===== src/rtl/vending_pkg.sv =====
// vending_pkg: coin codes, controller states and coin decode helpers for vending_ctrl_param.
// The REFUND state only exists when VEND_CANCEL_EN is defined.
package vending_pkg;

  localparam logic [1:0] COIN_NONE = 2'b00;
  localparam logic [1:0] COIN_5    = 2'b01;
  localparam logic [1:0] COIN_10   = 2'b10;
  localparam logic [1:0] COIN_3    = 2'b11;

  typedef enum logic [1:0] {
    ST_COLLECT = 2'b00,
    ST_DISP    = 2'b01,
    ST_CHANGE  = 2'b10
`ifdef VEND_CANCEL_EN
    , ST_REFUND = 2'b11
`endif
  } state_e;

  // Coin value in 5-units; the third denomination is configurable.
  function automatic logic [7:0] coin_units(input logic [1:0] code, input logic [7:0] coin3);
    logic [7:0] v;
    case (code)
      COIN_5:  v = 8'd1;
      COIN_10: v = 8'd2;
      COIN_3:  v = coin3;
      default: v = 8'd0;
    endcase
    return v;
  endfunction

  function automatic logic coin_valid(input logic [1:0] code, input logic [7:0] coin3);
    return (code != COIN_3) || (coin3 != 8'd0);
  endfunction

endpackage


===== src/rtl/vend_payout.sv =====
// vend_payout: loadable down-counter holding the number of 5-unit coins still to pay out.
// done flags the final pulse of a burst, empty flags a zero count.
module vend_payout
  import vending_pkg::*;
#(
  parameter int unsigned CNT_W = 4
) (
  input  logic             clk,
  input  logic             rst_n,
  input  logic             load,
  input  logic [CNT_W-1:0] cnt_in,
  input  logic             active,
  output logic             done,
  output logic             empty
);

  logic [CNT_W-1:0] cnt_q;
  logic [CNT_W-1:0] cnt_d;

  always_comb begin
    cnt_d = cnt_q;
    if (load) begin
      cnt_d = cnt_in;
    end else if (active && (cnt_q != {CNT_W{1'b0}})) begin
      cnt_d = cnt_q - CNT_W'(1);
    end else begin
      cnt_d = cnt_q;
    end
  end

  always_ff @(posedge clk) begin
    if (!rst_n) begin
      cnt_q <= {CNT_W{1'b0}};
    end else begin
      cnt_q <= cnt_d;
    end
  end

  assign done  = (cnt_q == CNT_W'(1));
  assign empty = (cnt_q == {CNT_W{1'b0}});

endmodule


===== src/rtl/vending_ctrl_param.sv =====
// vending_ctrl_param: parametrised coin-accumulating vending controller with change payout.
// Define VEND_CANCEL_EN to add the cancel port and the REFUND path.
module vending_ctrl_param
  import vending_pkg::*;
#(
  parameter int unsigned PRICE_UNITS = 4,
  parameter int unsigned COIN3_UNITS = 0,
  parameter int unsigned CREDIT_W    = 4
) (
  input  logic                clk,
  input  logic                rst_n,
  input  logic [1:0]          coin,
`ifdef VEND_CANCEL_EN
  input  logic                cancel,
`endif
  output logic                dispense,
  output logic                chg5,
  output logic                busy,
  output logic                coin_rej,
  output logic [CREDIT_W-1:0] credit
);

  localparam logic [CREDIT_W-1:0] PRICE_C = CREDIT_W'(PRICE_UNITS);
  localparam logic [7:0]          COIN3_C = 8'(COIN3_UNITS);

  state_e              state_q, state_d;
  logic [CREDIT_W-1:0] credit_q, credit_d;
  logic                dispense_q, dispense_d;
  logic                chg5_q, chg5_d;
  logic                busy_q, busy_d;
  logic                coin_rej_q, coin_rej_d;

  logic [7:0]          coin_u8_s;
  logic [CREDIT_W-1:0] coin_v_s;
  logic [CREDIT_W-1:0] total_s;
  logic                coin_ok_s;
  logic                rej_s;
  logic                pay_load_s;
  logic [CREDIT_W-1:0] pay_cnt_s;
  logic                pay_active_s;
  logic                pay_done_s;
  logic                pay_empty_s;

  vend_payout #(.CNT_W(CREDIT_W)) u_payout (
    .clk    (clk),
    .rst_n  (rst_n),
    .load   (pay_load_s),
    .cnt_in (pay_cnt_s),
    .active (pay_active_s),
    .done   (pay_done_s),
    .empty  (pay_empty_s)
  );

  always_ff @(posedge clk) begin
    if (!rst_n) begin
      state_q    <= ST_COLLECT;
      credit_q   <= {CREDIT_W{1'b0}};
      dispense_q <= 1'b0;
      chg5_q     <= 1'b0;
      busy_q     <= 1'b0;
      coin_rej_q <= 1'b0;
    end else begin
      state_q    <= state_d;
      credit_q   <= credit_d;
      dispense_q <= dispense_d;
      chg5_q     <= chg5_d;
      busy_q     <= busy_d;
      coin_rej_q <= coin_rej_d;
    end
  end

  always_comb begin
    coin_u8_s    = coin_units(coin, COIN3_C);
    coin_v_s     = CREDIT_W'(coin_u8_s);
    coin_ok_s    = coin_valid(coin, COIN3_C);
    total_s      = credit_q + coin_v_s;
    state_d      = state_q;
    credit_d     = credit_q;
    rej_s        = 1'b0;
    pay_load_s   = 1'b0;
    pay_cnt_s    = {CREDIT_W{1'b0}};
    pay_active_s = 1'b0;
    case (state_q)
      ST_COLLECT: begin
`ifdef VEND_CANCEL_EN
        // Cancel with credit outranks any coin presented in the same cycle.
        if (cancel && (credit_q != {CREDIT_W{1'b0}})) begin
          state_d    = ST_REFUND;
          pay_load_s = 1'b1;
          pay_cnt_s  = credit_q;
          credit_d   = {CREDIT_W{1'b0}};
          rej_s      = (coin != COIN_NONE);
        end else
`endif
        if (coin == COIN_NONE) begin
          credit_d = credit_q;
        end else if (!coin_ok_s) begin
          rej_s = 1'b1;
        end else if (total_s >= PRICE_C) begin
          state_d    = ST_DISP;
          credit_d   = {CREDIT_W{1'b0}};
          pay_load_s = 1'b1;
          pay_cnt_s  = total_s - PRICE_C;
        end else begin
          credit_d = total_s;
        end
      end
      ST_DISP: begin
        rej_s   = (coin != COIN_NONE);
        state_d = pay_empty_s ? ST_COLLECT : ST_CHANGE;
      end
`ifdef VEND_CANCEL_EN
      ST_CHANGE, ST_REFUND: begin
`else
      ST_CHANGE: begin
`endif
        rej_s        = (coin != COIN_NONE);
        pay_active_s = 1'b1;
        if (pay_done_s || pay_empty_s) begin
          state_d = ST_COLLECT;
        end else begin
          state_d = state_q;
        end
      end
      default: begin
        state_d  = ST_COLLECT;
        credit_d = {CREDIT_W{1'b0}};
      end
    endcase
  end

  // Outputs are registered copies of the next-state decode, so they track state_q exactly.
  always_comb begin
    dispense_d = (state_d == ST_DISP);
`ifdef VEND_CANCEL_EN
    chg5_d     = (state_d == ST_CHANGE) || (state_d == ST_REFUND);
`else
    chg5_d     = (state_d == ST_CHANGE);
`endif
    busy_d     = (state_d != ST_COLLECT);
    coin_rej_d = rej_s;
  end

  assign dispense = dispense_q;
  assign chg5     = chg5_q;
  assign busy     = busy_q;
  assign coin_rej = coin_rej_q;
  assign credit   = credit_q;

endmodule


===== config.mk =====
export PLATFORM = sky130hd
export DESIGN_NAME = vending_ctrl_param
export DESIGN_NICKNAME = d
export VERILOG_FILES = /design/src/rtl/vending_pkg.sv /design/src/rtl/vend_payout.sv /design/src/rtl/vending_ctrl_param.sv
export SDC_FILE = /design/constraint.sdc
export NUM_CORES = 1
export LEC_CHECK = 0
export CAP_MARGIN = 20
export CORE_MARGIN = 2
export CORE_UTILIZATION = 52
export DETAILED_ROUTE_END_ITERATION = 8
export PLACE_DENSITY_LB_ADDON = 0.3
export SKIP_LAST_GASP = 1
export SYNTH_ARGS = -nofsm -noshare
export SYNTH_HDL_FRONTEND = slang
export SYNTH_SLANG_ARGS = --single-unit

===== constraint.sdc =====
create_clock -name clk -period 2.95 [get_ports clk]
set_input_delay 0.885 -clock clk [delete_from_list [all_inputs] [get_ports clk]]
set_output_delay 0.885 -clock clk [all_outputs]
set_load 0.03 [all_outputs]

# After elaboration in Yosys (flattened, before gate mapping)
# Cells that the tools add are included.
# W data, S select, Z words.
[totals]
regBits = 14
elab_cells = 58
input_bits = 4
[classes]
addsub = 3
mux = 25
n_bitwise = 1
magnitude_cmp = 1
reduce_logical = 11
n_eq_ne = 10
[op_table]
columns = ["op", "count"]
rows = [
  ["$mux W4", 9],
  ["$mux W2", 5],
  ["$pmux W4 S2", 1],
  ["$mux W1", 7],
  ["$eq A2 B1 Y1 const B", 3],
  ["$eq A2 B2 Y1 const B", 3],
  ["$ne A2 B2 Y1 const B", 3],
  ["$pmux W2 S3", 1],
  ["$reduce_bool A2 Y1", 3],
  ["$add A4 B4 Y4", 1],
  ["$eq A4 B1 Y1 const B", 1],
  ["$ge A4 B3 Y1 const B", 1],
  ["$logic_not A2 Y1", 2],
  ["$logic_not A4 Y1", 1],
  ["$pmux W2 S2", 1],
  ["$reduce_bool A4 Y1", 1],
  ["$sub A4 B1 Y4 const B", 1],
  ["$sub A4 B3 Y4 const B", 1],
  ["$reduce_and A3 Y1", 1],
  ["$pmux W1 S2", 1],
  ["$reduce_or A2 Y1", 1],
  ["$logic_and A1 B1 Y1", 1],
  ["$logic_or A1 B1 Y1", 1],
  ["$not A1 Y1", 1],
]

# Depth between registers and ports, before layout
# Gate-level depths: netlist (run 1).
[logic_depth]
word_depth = 9
mapped_depth = 8
mapped_depth_nobuf = 8

# Cells and area by module
# A second synthesis (run 1) with hierarchy kept.
[hier_totals]
hier_cells = 100
area_unflattened_um2 = 948.4
[modules_own_cells]
columns = ["mod", "seq_area_each_um2", "area_each_um2", "n_inst", "cells_each"]
rows = [
  ["vending_ctrl_param", 200.2, 658.1, 1, 65],
  ["vend_payout", 80.1, 290.3, 1, 35],
]

# Worst setup path before layout (run 1)
# OpenSTA, ideal clock, no wires.
[synth_path]
path_kind = "input to register"
startpoint = "input coin[1]"
endpoint = "register busy_q (netlist: busy)"
setup_time_ps = 120
cell_stages = 7
setup_slack_ps = 456
t_arrival_ps = 2374
path_cell_list = "nor2b_1 -> ha_1 -> a21oi_2 -> mux2_2 -> nand3_4 -> nand2_1 -> o31a_1"
[synth_between]
elab_chain_cells = 9
elab_cells_between_ends = 12
cone_classes = "1 x add/sub; 1 x order compare; 3 x eq/ne; 5 x mux; 2 x reduce/logical"
[synth_lines]
columns = ["item", "line", "rtl"]
rows = [
  ["from (decl)", "vending_ctrl_param.sv:12", "input logic [1:0] coin,"],
  ["$eq A2 B2 Y1 or $eq A2 B1 Y1 (tied branches)", "vending_pkg.sv:22", "case (code)"],
  ["$pmux W2 S2", "vending_pkg.sv:22", ""],
  ["$add A4 B4 Y4", "vending_ctrl_param.sv:76", "total_s = credit_q + coin_v_s;"],
  ["$ge A4 B3 Y1", "vending_ctrl_param.sv:99", "end else if (total_s >= PRICE_C) begin"],
  ["$mux W2", "vending_ctrl_param.sv:99", ""],
  ["$mux W2", "vending_ctrl_param.sv:97", "end else if (!coin_ok_s) begin"],
  ["$mux W2 *", "vending_ctrl_param.sv:95", "if (coin == COIN_NONE) begin"],
  ["$pmux W2 S3 *", "vending_ctrl_param.sv:83", "case (state_q)"],
  ["$reduce_bool A2 Y1 *", "vending_ctrl_param.sv:140", "busy_d = (state_d != ST_COLLECT);"],
  ["to (signal assigned)", "vending_ctrl_param.sv:67", "busy_q <= busy_d;"],
  ["to (decl)", "vending_ctrl_param.sv:30", "logic busy_q, busy_d;"],
]
# Every way passes the cells marked *; elsewhere a longest branch is shown, timed or not.
# A chain may end at the register's enable or synchronous reset.

# Worst setup path after layout (run 1)
[layout_path]
startpoint = "input coin[0]"
endpoint = "register credit_q[1] (netlist: credit[1])"
[layout_between]
elab_chain_cells = 8
elab_cells_between_ends = 14
cone_classes = "1 x add/sub; 1 x order compare; 5 x eq/ne; 5 x mux; 2 x reduce/logical"
[layout_lines]
columns = ["item", "line", "rtl"]
rows = [
  ["$eq A2 B2 Y1 or $eq A2 B1 Y1 (tied branches)", "vending_pkg.sv:22", ""],
  ["$pmux W2 S2", "vending_pkg.sv:22", ""],
  ["$add A4 B4 Y4", "vending_ctrl_param.sv:76", ""],
  ["$ge A4 B3 Y1", "vending_ctrl_param.sv:99", ""],
  ["$mux W4", "vending_ctrl_param.sv:99", ""],
  ["$mux W4", "vending_ctrl_param.sv:97", ""],
  ["$mux W4", "vending_ctrl_param.sv:95", ""],
  ["$pmux W4 S2", "vending_ctrl_param.sv:83", ""],
  ["to (signal assigned)", "vending_ctrl_param.sv:57", "credit_q <= {CREDIT_W{1'b0}};"],
  ["to (signal assigned)", "vending_ctrl_param.sv:64", "credit_q <= credit_d;"],
  ["to (decl)", "vending_ctrl_param.sv:27", "logic [CREDIT_W-1:0] credit_q, credit_d;"],
]
# Parallel ways exist; a longest one is shown, timed or not. The select of a mux whose other input is x is not followed.

==> results.toml, run 1 <==
[worst_setup_path]
startpoint_type = "input pin"
path_class = "in -> reg"
crit_required_ns = 3.13
worstSetupEndpointType = "register"
critPathMaxStageDelay_ns = 0.46
critPathBufInv = 2
critPathMaxFanout = 6
crit_slowest_cell = "fa_1"
crit_chain = "clkdlybuf4s50_1 > nor2b_1 > ha_1 > fa_1 > and2_1 > a21oi_1 > o22a_1 > nor4_1 > buf_4 > a22o_1"
crit_arrival_ns = 2.96
critical_path.top_delay_family = "adder cells"

[clock_tree]
cts-root-buf = "clkbuf_4"
post_cts_buffers = 0
cts_resized = 0
clk_latency_ns = 0.28
cts_hold_buf = 0
cts_tree = "yes"
clk_pin_slew_ns = 0.08
h-tree-depth = 1
cts.sinks = 14
cts_made_buffers = 3
cts_buffer_depth = 2

[yosys]
synth_cells = 97
synthSimpleGateAreaFrac_pct = 22.99
ys_async_sr_fraction_pct = 0
synth-xor-area-share_pct = 2.962
syn_avg_cell_area_um2 = 9.145
synth_ff_type = "dfxtp_1"
synthMuxAreaShare_pct = 3.526
yosysWarnings = 0
netlist_area_um2 = 887.1
synthAdderAreaFrac_pct = 14.95
synth_top_area_share_pct = 31.59
synth_compound_area_share_pct = 19.46
ys_types = 35
synth_edf_count = 0
synth_largest_area_cell = "dfxtp_1"
synth_seq_cells = 14
synth_top_family_by_area = "simple AND/OR/NAND/NOR gates"
synth_seq_area_share_pct = 31.59
synth_nets = 111
synth.area.top_cells = "dfxtp_1, ha_1, nor2_1"

[final_layout]
multi_input_area_um2 = 566.8
layout_common_cells = "dfxtp_1, clkdlybuf4s50_1, nor2_1"
fin_nets = 133
final_util_pct = 70.22
fillers = 133
ff_latch_area_um2 = 280.3
stdcell_count = 134
layout_commonest_cell = "dfxtp_1"
diodes = 0
area_delta_synth_final_pct = 23.41
drive_above_1_share_pct = 18.64

[place]
place_hpwl_um = 1346
place_inst = 130
globalplace.congestion = 0.8424
portBuffers = 11
place_ws_ns = -0.1403

[routing]
routed_wl_um = 1675
met2_length_um = 795
wl_met1_um = 804
drc = 0
wl_met3_um = 49
ant_nets = 0
drt_pass1_iterations = 4
post_drt_wl_per_cell_um = 12.50
top_layer = "met4"
initialDrtViolationCount = 16
post_drt_via_cell_ratio = 5.619
vias = 753

[power]
leakagePower_nw = 0.4696
peakVddDrop_mv = 0.3368
power.density_nw_per_um2 = 371.8

[die]
initial_utilization_pct = 56.90
die_y_um = 45.31
ioPinCount = 12
die_x_um = 45.31
num_rows = 14
core_region_area_um2 = 1559
dieArea_um2 = 2053

[global_routing]
grt_max_degree = 9
grt_pass1_wl_um = 2884
grt_remaining_overflow = 0
grtUsageTotal_pct = 19.90
grt_pass1_vias = 722
antenna_found_initial = 0

[timing]
layout_setup_ws_ns = 0.1709
setup_viol_count_final = 0
period_share_pct = 94.21
grt_setup_unrepaired = "no"
fin_skew_ns = 0.008608
slew_violations = 0
max_freq_mhz = 359.8
worstMarginPinSlew_ns = 0.3536
relSlewSlack_pct = 76.18
hold_viol = 0
period_minus_slack_ns = 2.779
whs_ns = 0.5227

[hold_path]
hold_path.class = "reg -> reg"

[outcome]
status = "finished clean"

[run]
maxCapViolCount = 0
==> synth_stat cells (2+ instances only) <==
master and n:
inv_1 6, o31a_1 2, nor2_1 10, nand2_1 7, ha_1 9, dfxtp_1 14
a21oi_1 5, nor3_1 4, nor2b_1 3, nand3_1 2, a211oi_1 2, xnor2_1 3
and2_1 2, a21oi_2 4, mux2i_1 2, a22o_1 3
==> final timing paths <==
| check | endpoint | slack, ns | depth (start not counted) | startpoint |
|---|---|---|---|---|
| worst min-delay path | credit[0] | 0.52 | 1 | credit[0] |
| worst min register to register | credit[0] | 0.52 | 1 | credit[0] |
| worst max register to register | credit[1] | 1.00 | 8 | credit[0] |
| worst max-delay path | credit[1] | 0.17 | 10 | coin[0] |
==> final cells by class <==
cell class,count,share of cell area (%)
multi-input cells,75,51.77
flip-flops and latches,14,25.60
repair buffers,18,14.86
clock buffers,4,3.314
inverters,7,2.629
well taps,16,1.829
==> report_power, final <==
part | total [mW] | switching [mW] | leakage [nW] | internal [mW]
sequential | 0.199 | 0.00474 | 0.113 | 0.195
combinational | 0.0695 | 0.0365 | 0.335 | 0.0330
clock | 0.138 | 0.0631 | 0.0210 | 0.0752
==> layer usage <==
metal / GRT usage (%) / vias up
li1: - / 383
met3: 5.200 / 4
met2: 32.86 / 15
met4: 10.59 / 0
met1: 23.40 / 351
met5: 0 / -
==> sequential cells by signal, indices dropped and copies added, names as in the netlist <==
register	flops
busy	1
credit	4
u_payout.cnt_q	4
chg5	1
dispense	1
coin_rej	1
state_q	2
==> metrics by stage <==
step | power [mW] | cell area [um2] | TNS [ns]
final | 0.4071 | 1095 | 0
after global routing | 0.4271 | 1095 | 0
after CTS | 0.4085 | 1095 | 0
after detailed placement | 0.2732 | 1059 | -0.6026
after global placement | 0.2722 | 1059 | -0.4590
after floorplan | 0.2450 | 887.1 | 0
==> cell families (layout without fill, tap and decap cells) <==
logic type | count (synthesis) | after routing
simple gates | 36 | 36
mux | 3 | 3
flops | 14 | 14
buf+inv | 8 | 29
fa+ha+maj | 10 | 10
xor+xnor | 3 | 3
compound gates | 23 | 23
Power figures use the tool's default switching activity.
==> run 2, diff against run 1 <==
--- a/config.mk
+++ b/config.mk
@@ -14,3 +14,4 @@
 export SYNTH_ARGS = -nofsm -noshare
 export SYNTH_HDL_FRONTEND = slang
 export SYNTH_SLANG_ARGS = --single-unit
+export TNS_END_PERCENT = 30
==> constraint.sdc (replaced) <==
create_clock -name clk -period 2.95 [get_ports clk]
set_input_delay 0.885 -clock clk [delete_from_list [all_inputs] [get_ports clk]]
set_output_delay 0.885 -clock clk [all_outputs]
set_load 0.05 [all_outputs]
==> results of run 2 <==
Same layout as run 1 (identical final DEF). Status: finished clean.
Among the figures that moved: total power 0.4071 mW -> 0.4132 mW; worst IR drop on VDD 0.3368 mV -> 0.3379 mV
==> run 3, diff against run 2 <==
--- a/config.mk
+++ b/config.mk
@@ -5,13 +5,15 @@
 export SDC_FILE = /design/constraint.sdc
 export NUM_CORES = 1
 export LEC_CHECK = 0
-export CAP_MARGIN = 20
+export CORE_ASPECT_RATIO = 0.75
 export CORE_MARGIN = 2
-export CORE_UTILIZATION = 52
+export CORE_UTILIZATION = 53
+export CTS_CLUSTER_SIZE = 12
 export DETAILED_ROUTE_END_ITERATION = 8
 export PLACE_DENSITY_LB_ADDON = 0.3
 export SKIP_LAST_GASP = 1
 export SYNTH_ARGS = -nofsm -noshare
 export SYNTH_HDL_FRONTEND = slang
+export SYNTH_HIERARCHICAL = 1
 export SYNTH_SLANG_ARGS = --single-unit
 export TNS_END_PERCENT = 30
==> results.toml, run 3 <==
[power]
p_total_mw = 0.4297
peakVddDrop_mv = 0.2669
power.density_nw_per_um2 = 342.7
leakagePower_nw = 0.5349

[routing]
drc = 0
ant_nets = 0
routed_wl_um = 2295
initialDrtViolationCount = 20
post_drt_via_cell_ratio = 5.639
vias = 829
post_drt_wl_per_cell_um = 15.61
drt_pass1_iterations = 4

[yosys]
syn_avg_cell_area_um2 = 9.484
synth_ff_type = "dfxtp_1"
synth_seq_cells = 14
synth_cells = 100
yosysWarnings = 6
ys_async_sr_fraction_pct = 0
ys_types = 46
synth_nets = 113
synth_seq_area_share_pct = 29.55
synth_largest_area_cell = "dfxtp_1"
yosys-top-cells-count = "dfxtp_1, ha_1, inv_1, nor2_1"
yosysMostFrequentCell = "dfxtp_1"
synth_top_area_share_pct = 29.55
netlist_area_um2 = 948.4
synth.area.top_cells = "dfxtp_1, ha_1, inv_1"
synth_edf_count = 0

[clock_tree]
cts.sinks = 14
cts_made_buffers = 3
clk_pin_slew_ns = 0.10
clk_latency_ns = 0.29
h-tree-depth = 1
cts_buffer_depth = 2
cts_tree = "yes"
cts-root-buf = "clkbuf_4"
cts_hold_buf = 0

[run]
maxCapViolCount = 0

[worst_setup_path]
critPathMaxFanout = 6
startpoint_type = "input pin"
critical_path.top_delay_family = "simple AND/OR/NAND/NOR gates"
path_class = "in -> reg"
crit_chain = "dlymetal6s2s_1 > nor2b_1 > ha_2 > fa_2 > and3_4 > mux2_4 > nor3_4 > buf_6 > nor2_1 > nand4_1 > o211ai_2"
crit_required_ns = 3.12
crit_slowest_cell = "fa_2"
worstSetupEndpointType = "register"
critPathMaxStageDelay_ns = 0.41
crit_arrival_ns = 2.81
critPathBufInv = 2

[timing]
fin_skew_ns = 0.01159
period_minus_slack_ns = 2.649
grt_setup_unrepaired = "no"
relSlewSlack_pct = 66.67
slew_violations = 0
period_share_pct = 89.78
max_freq_mhz = 377.6
hold_viol = 0
setup_viol_count_final = 0
worstMarginPinSlew_ns = 0.4985

[global_routing]
grt_max_degree = 12
grtUsageTotal_pct = 22.35
grt_use_met1_pct = 26.95
busiest_layer = "met2"
grt_use_met3_pct = 7.664
grt_remaining_overflow = 0
grt_pass1_wl_um = 3325
grt_pass1_vias = 766
antenna_found_initial = 0
met2_usage_pct = 40.63

[final_layout]
drive_above_1_share_pct = 28.00
final_util_pct = 73.41
diodes = 0
layout_commonest_cell = "dfxtp_1"
fin_nets = 139
area_delta_synth_final_pct = 32.19
layout_common_cells = "dfxtp_1, buf_4, clkdlybuf4s50_1"

[die]
initial_utilization_pct = 55.53
ioPinCount = 12
core_region_area_um2 = 1708
die_x_um = 52.85
dieArea_um2 = 2147
num_rows = 13
die_y_um = 40.64

[place]
place_hpwl_um = 1546
portBuffers = 11
globalplace.congestion = 0.8141

[outcome]
status = "finished clean"

[hold_path]
hold_path.class = "reg -> reg"
==> run 3: cell type report <==
cell class | instances | area [um2]
clock buffer | 4 | 36.28
fill | 122 | 454.2
inverter | 8 | 30.03
multi-input combinational | 76 | 673.1
sequential | 14 | 280.3
tap | 22 | 27.53
timing repair buffer | 23 | 206.4
==> run 3: per-stage QoR <==
stage,std cells,TNS (ns),hold slack [ns],setup WS [ns],instance area [um2]
after global placement,141,-2.201,0.5300,-0.2675,1154
after CTS,146,0,0.5495,0.005714,1207
after detailed placement,141,-2.820,0.5261,-0.3464,1154
after floorplan,100,0,0.5056,0.02888,949.7
final,147,0,0.5534,0.3015,1254
after global routing,147,0,0.5872,0.2395,1254
==> run 3: cell families (layout without fill, tap and decap cells) <==
logic type      count (synthesis)  after routing  share of synthesized area, %
mux                             3              3                         3.694
buf+inv                        10             35                         3.957
flops                          14             14                         29.55
xor+xnor                        2              2                         1.847
simple gates                   39             39                         26.78
fa+ha+maj                       9              9                         12.67
compound gates                 23             23                         21.50
==> run 3: worst paths after layout <==
kind                                start                end  slack, ns  depth (start not counted)
worst max-delay path              coin[0]  u_payout/cnt_q[1]       0.30                         11
worst min-delay path            credit[0]          credit[0]       0.55                          1
worst max register to register  credit[0]  u_payout/cnt_q[1]       0.80                          9
worst min register to register  credit[0]          credit[0]       0.55                          1
==> run 3: what timing repair did <==
| action | in CTS | in global routing |
|---|---|---|
| endpoints found under the setup margin | 4 | 7 |
| resized for setup | 4 | 10 |
| gates cloned | 1 | 0 |
| setup buffers | 0 | 1 |
| pin swaps | 0 | 5 |
==> run 3: power by group <==
part	total (mW)	internal [mW]	switching, mW
Clock	0.143	0.0752	0.0677
Combinational	0.0883	0.0377	0.0506
Sequential	0.198	0.194	0.00447
Total	0.430	0.307	0.123
==> run 3: routing by layer <==
metal	part of all wire, %	wire [um]	vias to the layer above
met3	3.1	72	0
met5	0	0	-
met4	0	0	0
met1	45	1025	395
met2	52	1198	14
li1	-	-	420
